## src/rtl/bus_test_pkg.sv

```systemverilog
// Shared types for the on-chip bus test sequencer.
//   op_e        : step opcode carried in the top two bits of a ROM step word
//   state_e     : sequencer FSM states
//   step_word_t : step word layout {op, addr, data} at the default bus widths
//   step_op     : converts raw opcode bits into op_e
package bus_test_pkg;

    typedef enum logic [1:0] {
        OP_END   = 2'b00,
        OP_WRITE = 2'b01,
        OP_READ  = 2'b10,
        OP_WAIT  = 2'b11
    } op_e;

    typedef enum logic [2:0] {
        ST_IDLE,
        ST_FETCH,
        ST_DECODE,
        ST_BUS,
        ST_WAIT,
        ST_NEXT,
        ST_DONE
    } state_e;

    localparam int unsigned STEP_ADDR_W = 16;
    localparam int unsigned STEP_DATA_W = 8;

    typedef struct packed {
        op_e                    op;
        logic [STEP_ADDR_W-1:0] addr;
        logic [STEP_DATA_W-1:0] data;
    } step_word_t;

    function automatic op_e step_op(input logic [1:0] bits);
        return op_e'(bits);
    endfunction

endpackage

```

## src/rtl/bus_test_timer.sv

```systemverilog
// Down-counter shared by WAIT steps and the bus acknowledge timeout.
//   clk, reset_n : clock, asynchronous active-low reset
//   load, value  : load the counter with value (load wins over en)
//   en           : decrement by one per cycle, holding at zero
//   zero         : counter is zero
module bus_test_timer #(
    parameter int unsigned WIDTH = 8
) (
    input  logic             clk,
    input  logic             reset_n,
    input  logic             load,
    input  logic             en,
    input  logic [WIDTH-1:0] value,
    output logic             zero
);

    logic [WIDTH-1:0] count;

    always_ff @(posedge clk or negedge reset_n) begin
        if (!reset_n) begin
            count <= '0;
        end else if (load) begin
            count <= value;
        end else if (en && count != '0) begin
            count <= count - WIDTH'(1);
        end
    end

    assign zero = (count == '0);

endmodule

```

## src/rtl/bus_test_sequencer.sv

```systemverilog
// On-chip test runner: fetches step words from a test ROM, drives them as
// bus transactions, compares read data and tallies per-test results.
//   clk, reset_n          : clock, asynchronous active-low reset
//   start                 : one-cycle pulse, begins a run from IDLE or DONE
//   rom_addr, rom_data    : step index out, step word {op, addr, data} in
//                           (rom_data valid one cycle after rom_addr)
//   bus_req/we/addr/wdata : bus master request, held until bus_ack
//   bus_rdata, bus_ack    : read data and transaction completion
//   busy, done            : run in progress / run finished (held until start)
//   cur_test              : test being executed
//   pass_count/fail_count : tests passed / failed in this run
//   fail_mask             : bit t set if test t failed
module bus_test_sequencer
    import bus_test_pkg::*;
#(
    parameter int unsigned NUM_TESTS    = 4,
    parameter int unsigned STEPS_MAX    = 16,
    parameter int unsigned ADDR_W       = 16,
    parameter int unsigned DATA_W       = 8,
    parameter int unsigned TIMEOUT      = 255,
    parameter int unsigned STOP_ON_FAIL = 0
) (
    input  logic                                   clk,
    input  logic                                   reset_n,
    input  logic                                   start,
    output logic [$clog2(NUM_TESTS*STEPS_MAX)-1:0] rom_addr,
    input  logic [2+ADDR_W+DATA_W-1:0]             rom_data,
    output logic                                   bus_req,
    output logic                                   bus_we,
    output logic [ADDR_W-1:0]                      bus_addr,
    output logic [DATA_W-1:0]                      bus_wdata,
    input  logic [DATA_W-1:0]                      bus_rdata,
    input  logic                                   bus_ack,
    output logic                                   busy,
    output logic                                   done,
    output logic [$clog2(NUM_TESTS)-1:0]           cur_test,
    output logic [$clog2(NUM_TESTS+1)-1:0]         pass_count,
    output logic [$clog2(NUM_TESTS+1)-1:0]         fail_count,
    output logic [NUM_TESTS-1:0]                   fail_mask
);

    localparam int unsigned RA_W   = $clog2(NUM_TESTS*STEPS_MAX);
    localparam int unsigned CT_W   = $clog2(NUM_TESTS);
    localparam int unsigned CNT_W  = $clog2(NUM_TESTS+1);
    localparam int unsigned STEP_W = (STEPS_MAX > 1) ? $clog2(STEPS_MAX) : 1;
    localparam int unsigned TO_W   = (TIMEOUT > 1) ? $clog2(TIMEOUT) : 1;
    localparam int unsigned TMR_W  = (TO_W > DATA_W) ? TO_W : DATA_W;

    state_e              state, state_next;
    logic [STEP_W-1:0]   step;
    logic                test_failed;
    logic                is_read;
    logic                last_step;

    op_e                 op;
    logic [ADDR_W-1:0]   step_addr;
    logic [DATA_W-1:0]   step_data;

    logic                tmr_load;
    logic                tmr_en;
    logic [TMR_W-1:0]    tmr_value;
    logic                tmr_zero;

    assign op        = step_op(rom_data[ADDR_W+DATA_W +: 2]);
    assign step_addr = rom_data[DATA_W +: ADDR_W];
    assign step_data = rom_data[DATA_W-1:0];

    assign rom_addr  = RA_W'(cur_test) * RA_W'(STEPS_MAX) + RA_W'(step);
    assign last_step = (step == STEP_W'(STEPS_MAX - 1));
    assign busy      = (state != ST_IDLE) && (state != ST_DONE);
    assign done      = (state == ST_DONE);

    // Timer is loaded with N-1 so that a WAIT of N lasts exactly N cycles and
    // bus_req stays high for exactly TIMEOUT cycles when no ack arrives.
    bus_test_timer #(
        .WIDTH(TMR_W)
    ) u_timer (
        .clk     (clk),
        .reset_n (reset_n),
        .load    (tmr_load),
        .en      (tmr_en),
        .value   (tmr_value),
        .zero    (tmr_zero)
    );

    always_ff @(posedge clk or negedge reset_n) begin
        if (!reset_n) begin
            state <= ST_IDLE;
        end else begin
            state <= state_next;
        end
    end

    always_comb begin
        state_next = state;
        tmr_load   = 1'b0;
        tmr_en     = 1'b0;
        tmr_value  = '0;
        case (state)
            ST_IDLE, ST_DONE: begin
                if (start) state_next = ST_FETCH;
            end
            ST_FETCH: state_next = ST_DECODE;
            ST_DECODE: begin
                case (op)
                    OP_END: state_next = ST_NEXT;
                    OP_WRITE, OP_READ: begin
                        state_next = ST_BUS;
                        tmr_load   = 1'b1;
                        tmr_value  = TMR_W'(TIMEOUT - 1);
                    end
                    default: begin
                        if (step_data == '0) begin
                            state_next = last_step ? ST_NEXT : ST_FETCH;
                        end else begin
                            state_next = ST_WAIT;
                            tmr_load   = 1'b1;
                            tmr_value  = TMR_W'(step_data) - TMR_W'(1);
                        end
                    end
                endcase
            end
            ST_BUS: begin
                tmr_en = 1'b1;
                if (bus_ack) begin
                    state_next = last_step ? ST_NEXT : ST_FETCH;
                end else if (tmr_zero) begin
                    state_next = ST_NEXT;
                end
            end
            ST_WAIT: begin
                tmr_en = 1'b1;
                if (tmr_zero) state_next = last_step ? ST_NEXT : ST_FETCH;
            end
            ST_NEXT: begin
                if (cur_test == CT_W'(NUM_TESTS - 1) ||
                    (STOP_ON_FAIL != 0 && test_failed)) begin
                    state_next = ST_DONE;
                end else begin
                    state_next = ST_FETCH;
                end
            end
            default: state_next = ST_IDLE;
        endcase
    end

    // Read steps keep the expected value in bus_wdata, so the compare on the
    // ack cycle needs no separate register.
    always_ff @(posedge clk or negedge reset_n) begin
        if (!reset_n) begin
            step        <= '0;
            cur_test    <= '0;
            pass_count  <= '0;
            fail_count  <= '0;
            fail_mask   <= '0;
            test_failed <= 1'b0;
            is_read     <= 1'b0;
            bus_req     <= 1'b0;
            bus_we      <= 1'b0;
            bus_addr    <= '0;
            bus_wdata   <= '0;
        end else begin
            case (state)
                ST_IDLE, ST_DONE: begin
                    if (start) begin
                        step        <= '0;
                        cur_test    <= '0;
                        pass_count  <= '0;
                        fail_count  <= '0;
                        fail_mask   <= '0;
                        test_failed <= 1'b0;
                    end
                end
                ST_DECODE: begin
                    if (op == OP_WRITE || op == OP_READ) begin
                        bus_req   <= 1'b1;
                        bus_we    <= (op == OP_WRITE);
                        is_read   <= (op == OP_READ);
                        bus_addr  <= step_addr;
                        bus_wdata <= step_data;
                    end
                    if (op == OP_WAIT && step_data == '0 && !last_step) begin
                        step <= step + STEP_W'(1);
                    end
                end
                ST_BUS: begin
                    if (bus_ack) begin
                        bus_req <= 1'b0;
                        if (is_read && bus_rdata != bus_wdata) test_failed <= 1'b1;
                        if (!last_step) step <= step + STEP_W'(1);
                    end else if (tmr_zero) begin
                        bus_req     <= 1'b0;
                        test_failed <= 1'b1;
                    end
                end
                ST_WAIT: begin
                    if (tmr_zero && !last_step) step <= step + STEP_W'(1);
                end
                ST_NEXT: begin
                    if (test_failed) begin
                        fail_count          <= fail_count + CNT_W'(1);
                        fail_mask[cur_test] <= 1'b1;
                    end else begin
                        pass_count <= pass_count + CNT_W'(1);
                    end
                    test_failed <= 1'b0;
                    if (state_next == ST_FETCH) begin
                        cur_test <= cur_test + CT_W'(1);
                        step     <= '0;
                    end
                end
                default: ;
            endcase
        end
    end

endmodule
```

## config.mk

```make
export PLATFORM = sky130hd
export DESIGN_NAME = bus_test_sequencer
export DESIGN_NICKNAME = d
export VERILOG_FILES = /design/src/rtl/bus_test_pkg.sv /design/src/rtl/bus_test_timer.sv /design/src/rtl/bus_test_sequencer.sv
export SDC_FILE = /design/constraint.sdc
export NUM_CORES = 1
export LEC_CHECK = 0
export BUFFER_PORTS_ARGS = -buffer_cell sky130_fd_sc_hd__buf_4
export CAP_MARGIN = 20
export CORE_MARGIN = 1
export CORE_UTILIZATION = 52
export CTS_CLUSTER_DIAMETER = 150
export DETAILED_ROUTE_END_ITERATION = 8
export PLACE_DENSITY = 0.79
export SLEW_MARGIN = 25
export SYNTH_ARGS = -nofsm -noshare
export SYNTH_HDL_FRONTEND = slang
export SYNTH_SLANG_ARGS = --single-unit
```

## constraint.sdc

```tcl
create_clock -name clk -period 2.5 [get_ports clk]
set_input_delay 0.5 -clock clk [delete_from_list [all_inputs] [get_ports clk]]
set_output_delay 0.5 -clock clk [all_outputs]
set_load 0.1 [all_outputs]
```

==> metrics.txt, run 1 <==
Synth top area share=between 40% and 50%; number of enable flip-flop cells after synthesis=0; crit path capture type=output pin; total number of yosys warnings=0; # clock sinks=55; period utilisation layout=approximately nine tenths; library cells used by synthesis=68; worst setup skew after layout=about 12 ps; die outline area=around 0.0064 sq mm; wirelength, routed=approximately 7 mm; Row Count=28; via count of the first global-routing pass=2,624; CTS tree=done; starting utilization of the core area=a little over half; worst slew pin tran=699 ps; number of nets in the synthesized netlist=347; number of pins exceeding their max-slew limit in the final report=0; synthesized area=~0.0032 sq mm; largest net degree at the start of global routing=between 50 and 60; library cell used as clock root buffer=clkbuf_8; startpoint of the worst-slack reg-to-reg timing path=u_timer.count[0]$_DFFE_PN0P_; non-filler instance count after layout=roughly 460; drt via density=~5.6; GPL Wtd Cong=approximately 0.84; overflow left after global routing=0; Total GRT Usage=roughly 24%; setup fix buffers added after clock tree synthesis=0; worst flop-to-flop path endpoint=step[0]$_DFFE_PN0P_; fraction of final layout cells sized beyond drive strength 1=roughly a third; count of state elements after synthesis=between 50 and 60; final setup violation count=0; library cell with the largest summed area after synthesis=dfrtp_1; count of port buffers added during placement=83; headroom to the max-slew limit=a little over half; count of H-tree levels built during CTS=2; number of antenna violations at the first check in global routing=0; placed insts=between 400 and 500; Skew-Pair Late Insertion Delay=~320 ps; die span in y=between 80 and 90 um; Area Overhead vs Synth=25.9%; Routed WL per cell=about 16 um; maximum fanout along the worst path=10; hold-fix buffer count after cts=0; Final #Nets=around 430; FF-to-FF path depth=7; clock slew at the register clock pins of the worst setup and hold paths=around 100 ps; RSZ-0062 raised after global routing=no; critical path class=reg -> out; instance count of the mapped netlist=approximately 300; prevailing post-synth register cell=dfrtp_1; count of boundary I/O pins=84; number of DRC markers after the initial detailed-route iteration=about 230; PostCTS Resize Cnt=0; Placeable Area=between 0.005 and 0.006 sq mm; min-delay worst type=in -> async; outcome=finished, final reports clean; number of design rule violations left after detail routing=0; Max Freq=between 400 and 500 MHz; TritonRoute pass-1 iters=4; number of CTS-inserted buffers=5; CTS max path bufs=2; minimum period implied by the final worst setup slack=2230 ps; synthesized area divided by synthesized cell count=10.7 sq um; setup slack, reg-to-reg=310 ps; endpoints failing hold=0; chip width=about 80 um; share of synthesized area occupied by flip-flops and latches=43.5%; number of nets with antenna violations after detailed routing=0; most area-consuming cells after synthesis=dfrtp_1 43%, mux2_1 6.8%, ha_1 5.1%; max-capacitance violation count=0; half-perimeter wire length after placement=5.32 mm; data arrival time of the worst path=about 1700 ps; first-pass GRT wire length=12.0 mm; total inserted antenna cells=0; required time at the worst-slack endpoint=approximately 2000 ps; vias after detailed routing=2,580; Worst Setup Start Kind=flop; Synth async-reset ratio=100%; sum of negative setup slack=0 ps
[sequential cells by signal, indices dropped and copies added, names as in the netlist, 2 cells and up]
name and count:
step 4, cur_test 2, u_timer.count 8, state 3, bus_wdata 8, bus_addr 16
pass_count 3, fail_mask 4, fail_count 3
[worst max path at each step]
stage	start	to	slack, ps
finish	state[2]$_DFF_PN0_	busy	270
global route	state[0]$_DFF_PN0_	done	160
CTS	state[2]$_DFF_PN0_	busy	270
detailed placement	rom_data[0]	step[0]$_DFFE_PN0P_	320
global placement	rom_data[0]	step[0]$_DFFE_PN0P_	350
floorplan	step[0]$_DFFE_PN0P_	step[0]$_DFFE_PN0P_	140
[kinds of logic after synthesis]
| family | count (synthesis) | synth area share [%] |
|---|---|---|
| flip-flops | 55 | 43.5 |
| buffers and inverters | 27 | 3.72 |
| XOR/XNOR | 15 | 4.15 |
| adder cells (fa/ha/maj) | 13 | 5.14 |
| multiplexers | 30 | 10.7 |
| AND/OR/NAND/NOR | 88 | 17.1 |
| AO/OA/AOI/OAI | 68 | 15.7 |
[layout by cell type, fill, tap and decap left out, drive strengths merged, types with 3 or more instances in the layout]
master,synthesis,routed
buf,9,88
dfrtp,55,55
mux2,28,28
nor2,21,21
nand2,19,19
inv,17,17
o21ai,14,14
a21oi,13,13
ha,13,13
xor2,12,12
nand3,7,7
a31oi,6,6
clkbuf,1,6
o31ai,4,4
a22o,4,4
nor3b,4,4
o22ai,4,4
nand2b,3,3
and2,3,3
and3,3,3
xnor2,3,3
and2b,3,3
or3,3,3
or3b,3,3
o211ai,3,3
nor3,3,3
nor4,3,3
[per-layer routing]
metal / share of wire (%) / vias to the layer above / track usage, % / routed length (um)
li1: - / 1244 / - / -
met1: 43 / 1253 / 30.2 / 3110
met3: 6.4 / 9 / 6.97 / 458
met4: 1.0 / 0 / 6.79 / 72
met2: 49 / 74 / 41.3 / 3550
met5: 0 / - / 0 / 0
[Yosys cell counts, types with 4 or more instances]
cell type / n
a31oi_1: 6
ha_1: 13
a22o_1: 4
o21ai_0: 10
mux2_1: 19
inv_1: 17
nand3_1: 7
mux2_2: 8
nor2_1: 20
buf_2: 7
o21ai_1: 4
dfrtp_1: 55
xor2_1: 12
o31ai_1: 4
a21oi_1: 13
nand2_1: 18
[area by class of cell]
class                      instances  area, sq um
inverter                          17         63.8
tap                               75         93.8
sequential                        55         1380
fill                             474         1900
clock buffer                       6         82.6
clock inverter                     2         35.0
timing repair buffer              88          661
multi-input combinational        214         1670
[metrics by stage]
step | cell area (sq um) | worst slack [ps] | util (%) | hold WS, ps
2_1_floorplan | 3160 | 144 | - | 204
3_3_place_gp | 3860 | 353 | 65.7 | 470
3_5_place_dp | 3860 | 321 | 65.7 | 477
4_1_cts | 3980 | 268 | 67.7 | 255
5_1_grt | 3980 | 160 | 67.7 | 287
6_report | 3980 | 269 | 67.7 | 227
[worst max-delay path, stage by stage, from the launching register on]
cell	delay, ps
dfrtp_1	480
and2b_1	250
or3_1	430
buf_4	260
Power of run 1 is left out: the tool's default activity adds up to more than one toggle a clock period on the data nets, which glitch-free logic cannot reach.
==> run 2: changes to the inputs <==
--- a/config.mk
+++ b/config.mk
@@ -11,6 +11,7 @@
 export CORE_UTILIZATION = 52
 export CTS_CLUSTER_DIAMETER = 150
 export DETAILED_ROUTE_END_ITERATION = 8
+export MAX_ROUTING_LAYER = met4
 export PLACE_DENSITY = 0.79
 export SLEW_MARGIN = 25
 export SYNTH_ARGS = -nofsm -noshare
==> metrics.txt, run 2 (synthesized netlist as in run 1, its figures left out) <==
largest net degree at the start of global routing=56; count of port buffers added during placement=slightly above 80; worst setup skew after layout=approximately 8.5 ps; number of CTS-inserted buffers=5; min-delay worst type=in -> async; CTS tree=done; most used cells in the layout excluding fill and tap cells=87 x buf_4, 55 x dfrtp_1, 20 x nor2_1, 19 x mux2_1, 18 x nand2_1; Final #Nets=about 430; Skew-Pair Late Insertion Delay=320 ps; registers with the highest flip-flop counts=bus_addr (16), bus_wdata (8), u_timer.count (8); startpoint of the worst-slack reg-to-reg timing path=u_timer.count[0]$_DFFE_PN0P_; number of antenna violations at the first check in global routing=0; first-pass GRT wire length=12.0 mm; Max Freq=429 MHz; Total GRT Usage=25.1%; setup slack, reg-to-reg=between 300 and 400 ps; PostCTS Resize Cnt=0; post-route design area=just under 0.004 sq mm; Worst Setup Start Kind=flop; worst flop-to-flop path endpoint=step[0]$_DFFE_PN0P_; fraction of final layout cells sized beyond drive strength 1=a little under a third; overflow left after global routing=0; Routed WL per cell=15.5 um; half-perimeter wire length after placement=5.25 mm; outcome=finished, final reports clean; Row Count=28; count of H-tree levels built during CTS=2; maximum fanout along the worst path=17; GPL Wtd Cong=around 0.85; commonest non-fill, non-tap cell in the layout=buf_4; drt via density=approximately 5.7; wirelength, routed=between 7 and 8 mm; clock slew at the register clock pins of the worst setup and hold paths=100 ps; die outline area=~0.0064 sq mm; required time at the worst-slack endpoint=roughly 2000 ps; via count of the first global-routing pass=between 2k and 3k; number of nets with antenna violations after detailed routing=0; number of design rule violations left after detail routing=0; CTS max path bufs=2; library cell used as clock root buffer=clkbuf_8; number of pins exceeding their max-slew limit in the final report=0; count of boundary I/O pins=84; Area Overhead vs Synth=25.1%; TritonRoute pass-1 iters=4; final setup violation count=0; RSZ-0062 raised after global routing=no; total inserted antenna cells=0; period utilisation layout=between 90% and 100%; crit path capture type=output pin; flip-flop count of the largest register, all copies and words added=16; setup fix buffers added after clock tree synthesis=0; launch point of the worst path=state[2]$_DFF_PN0_; starting utilization of the core area=53.8%; Placeable Area=approximately 0.0059 sq mm; critical path class=reg -> out; headroom to the max-slew limit=around 53%; sum of negative setup slack=0 ps; endpoints failing hold=0; vias after detailed routing=roughly 2.6k; number of DRC markers after the initial detailed-route iteration=approximately 140; largest register by flop count=bus_addr; max-capacitance violation count=0; die span in y=80.0 um; FF-to-FF path depth=7; hold-fix buffer count after cts=0; # clock sinks=55; minimum period implied by the final worst setup slack=between 2000 and 2500 ps; worst slew pin tran=between 600 and 700 ps; placed cell areas=0.00386 sq mm; chip width=80.0 um; data arrival time of the worst path=1830 ps
## run 2: changes by cell type in the layout (fill, tap and decap cells not counted)
| cell | change |
|---|---|
| buf_4 | -1 |
| bufinv_16 | -1 |
| clkbuf_1 | +1 |
| clkbuf_8 | +1 |
| clkinv_2 | -1 |
## run 2: per-stage QoR
stage                     util (%)  hold slack, ps  cells  worst slack (ps)
after global routing          67.2             295    456              85.1
after CTS                     67.2             257    456               178
after floorplan                  -             204    296               144
final                         67.2             223    456               168
after global placement        65.5             470    448               347
after detailed placement      65.5             476    448               283
## run 2: cell type report
cell class                 count  area, sq um
timing repair buffer          87          653
tap                           75         93.8
clock buffer                   8          100
fill                         490         1930
inverter                      17         63.8
multi-input combinational    214         1670
sequential                    55         1380
## run 2: worst max path at each step
stage                               end  slack [ps]  cells past startpoint
global route                       busy          90                      3
floorplan           step[0]$_DFFE_PN0P_         140                      6
finish                             busy         170                      3
detailed placement  step[0]$_DFFE_PN0P_         280                      7
global placement    step[0]$_DFFE_PN0P_         350                      7
CTS                                busy         180                      3
## run 2: per-layer routing
layer,up-vias,global-route usage [%],wire [um]
met3,7,5.26,360
met4,0,6.96,74
met2,69,40.6,3490
met5,-,-,0
met1,1271,31.8,3170
li1,1241,-,-
## run 2: worst max-delay path: stages (launching register included)
cell	delay, ps
dfrtp_1	540
and2b_1	290
or3_1	430
buf_4	260
Power of run 2 is left out for the same reason.
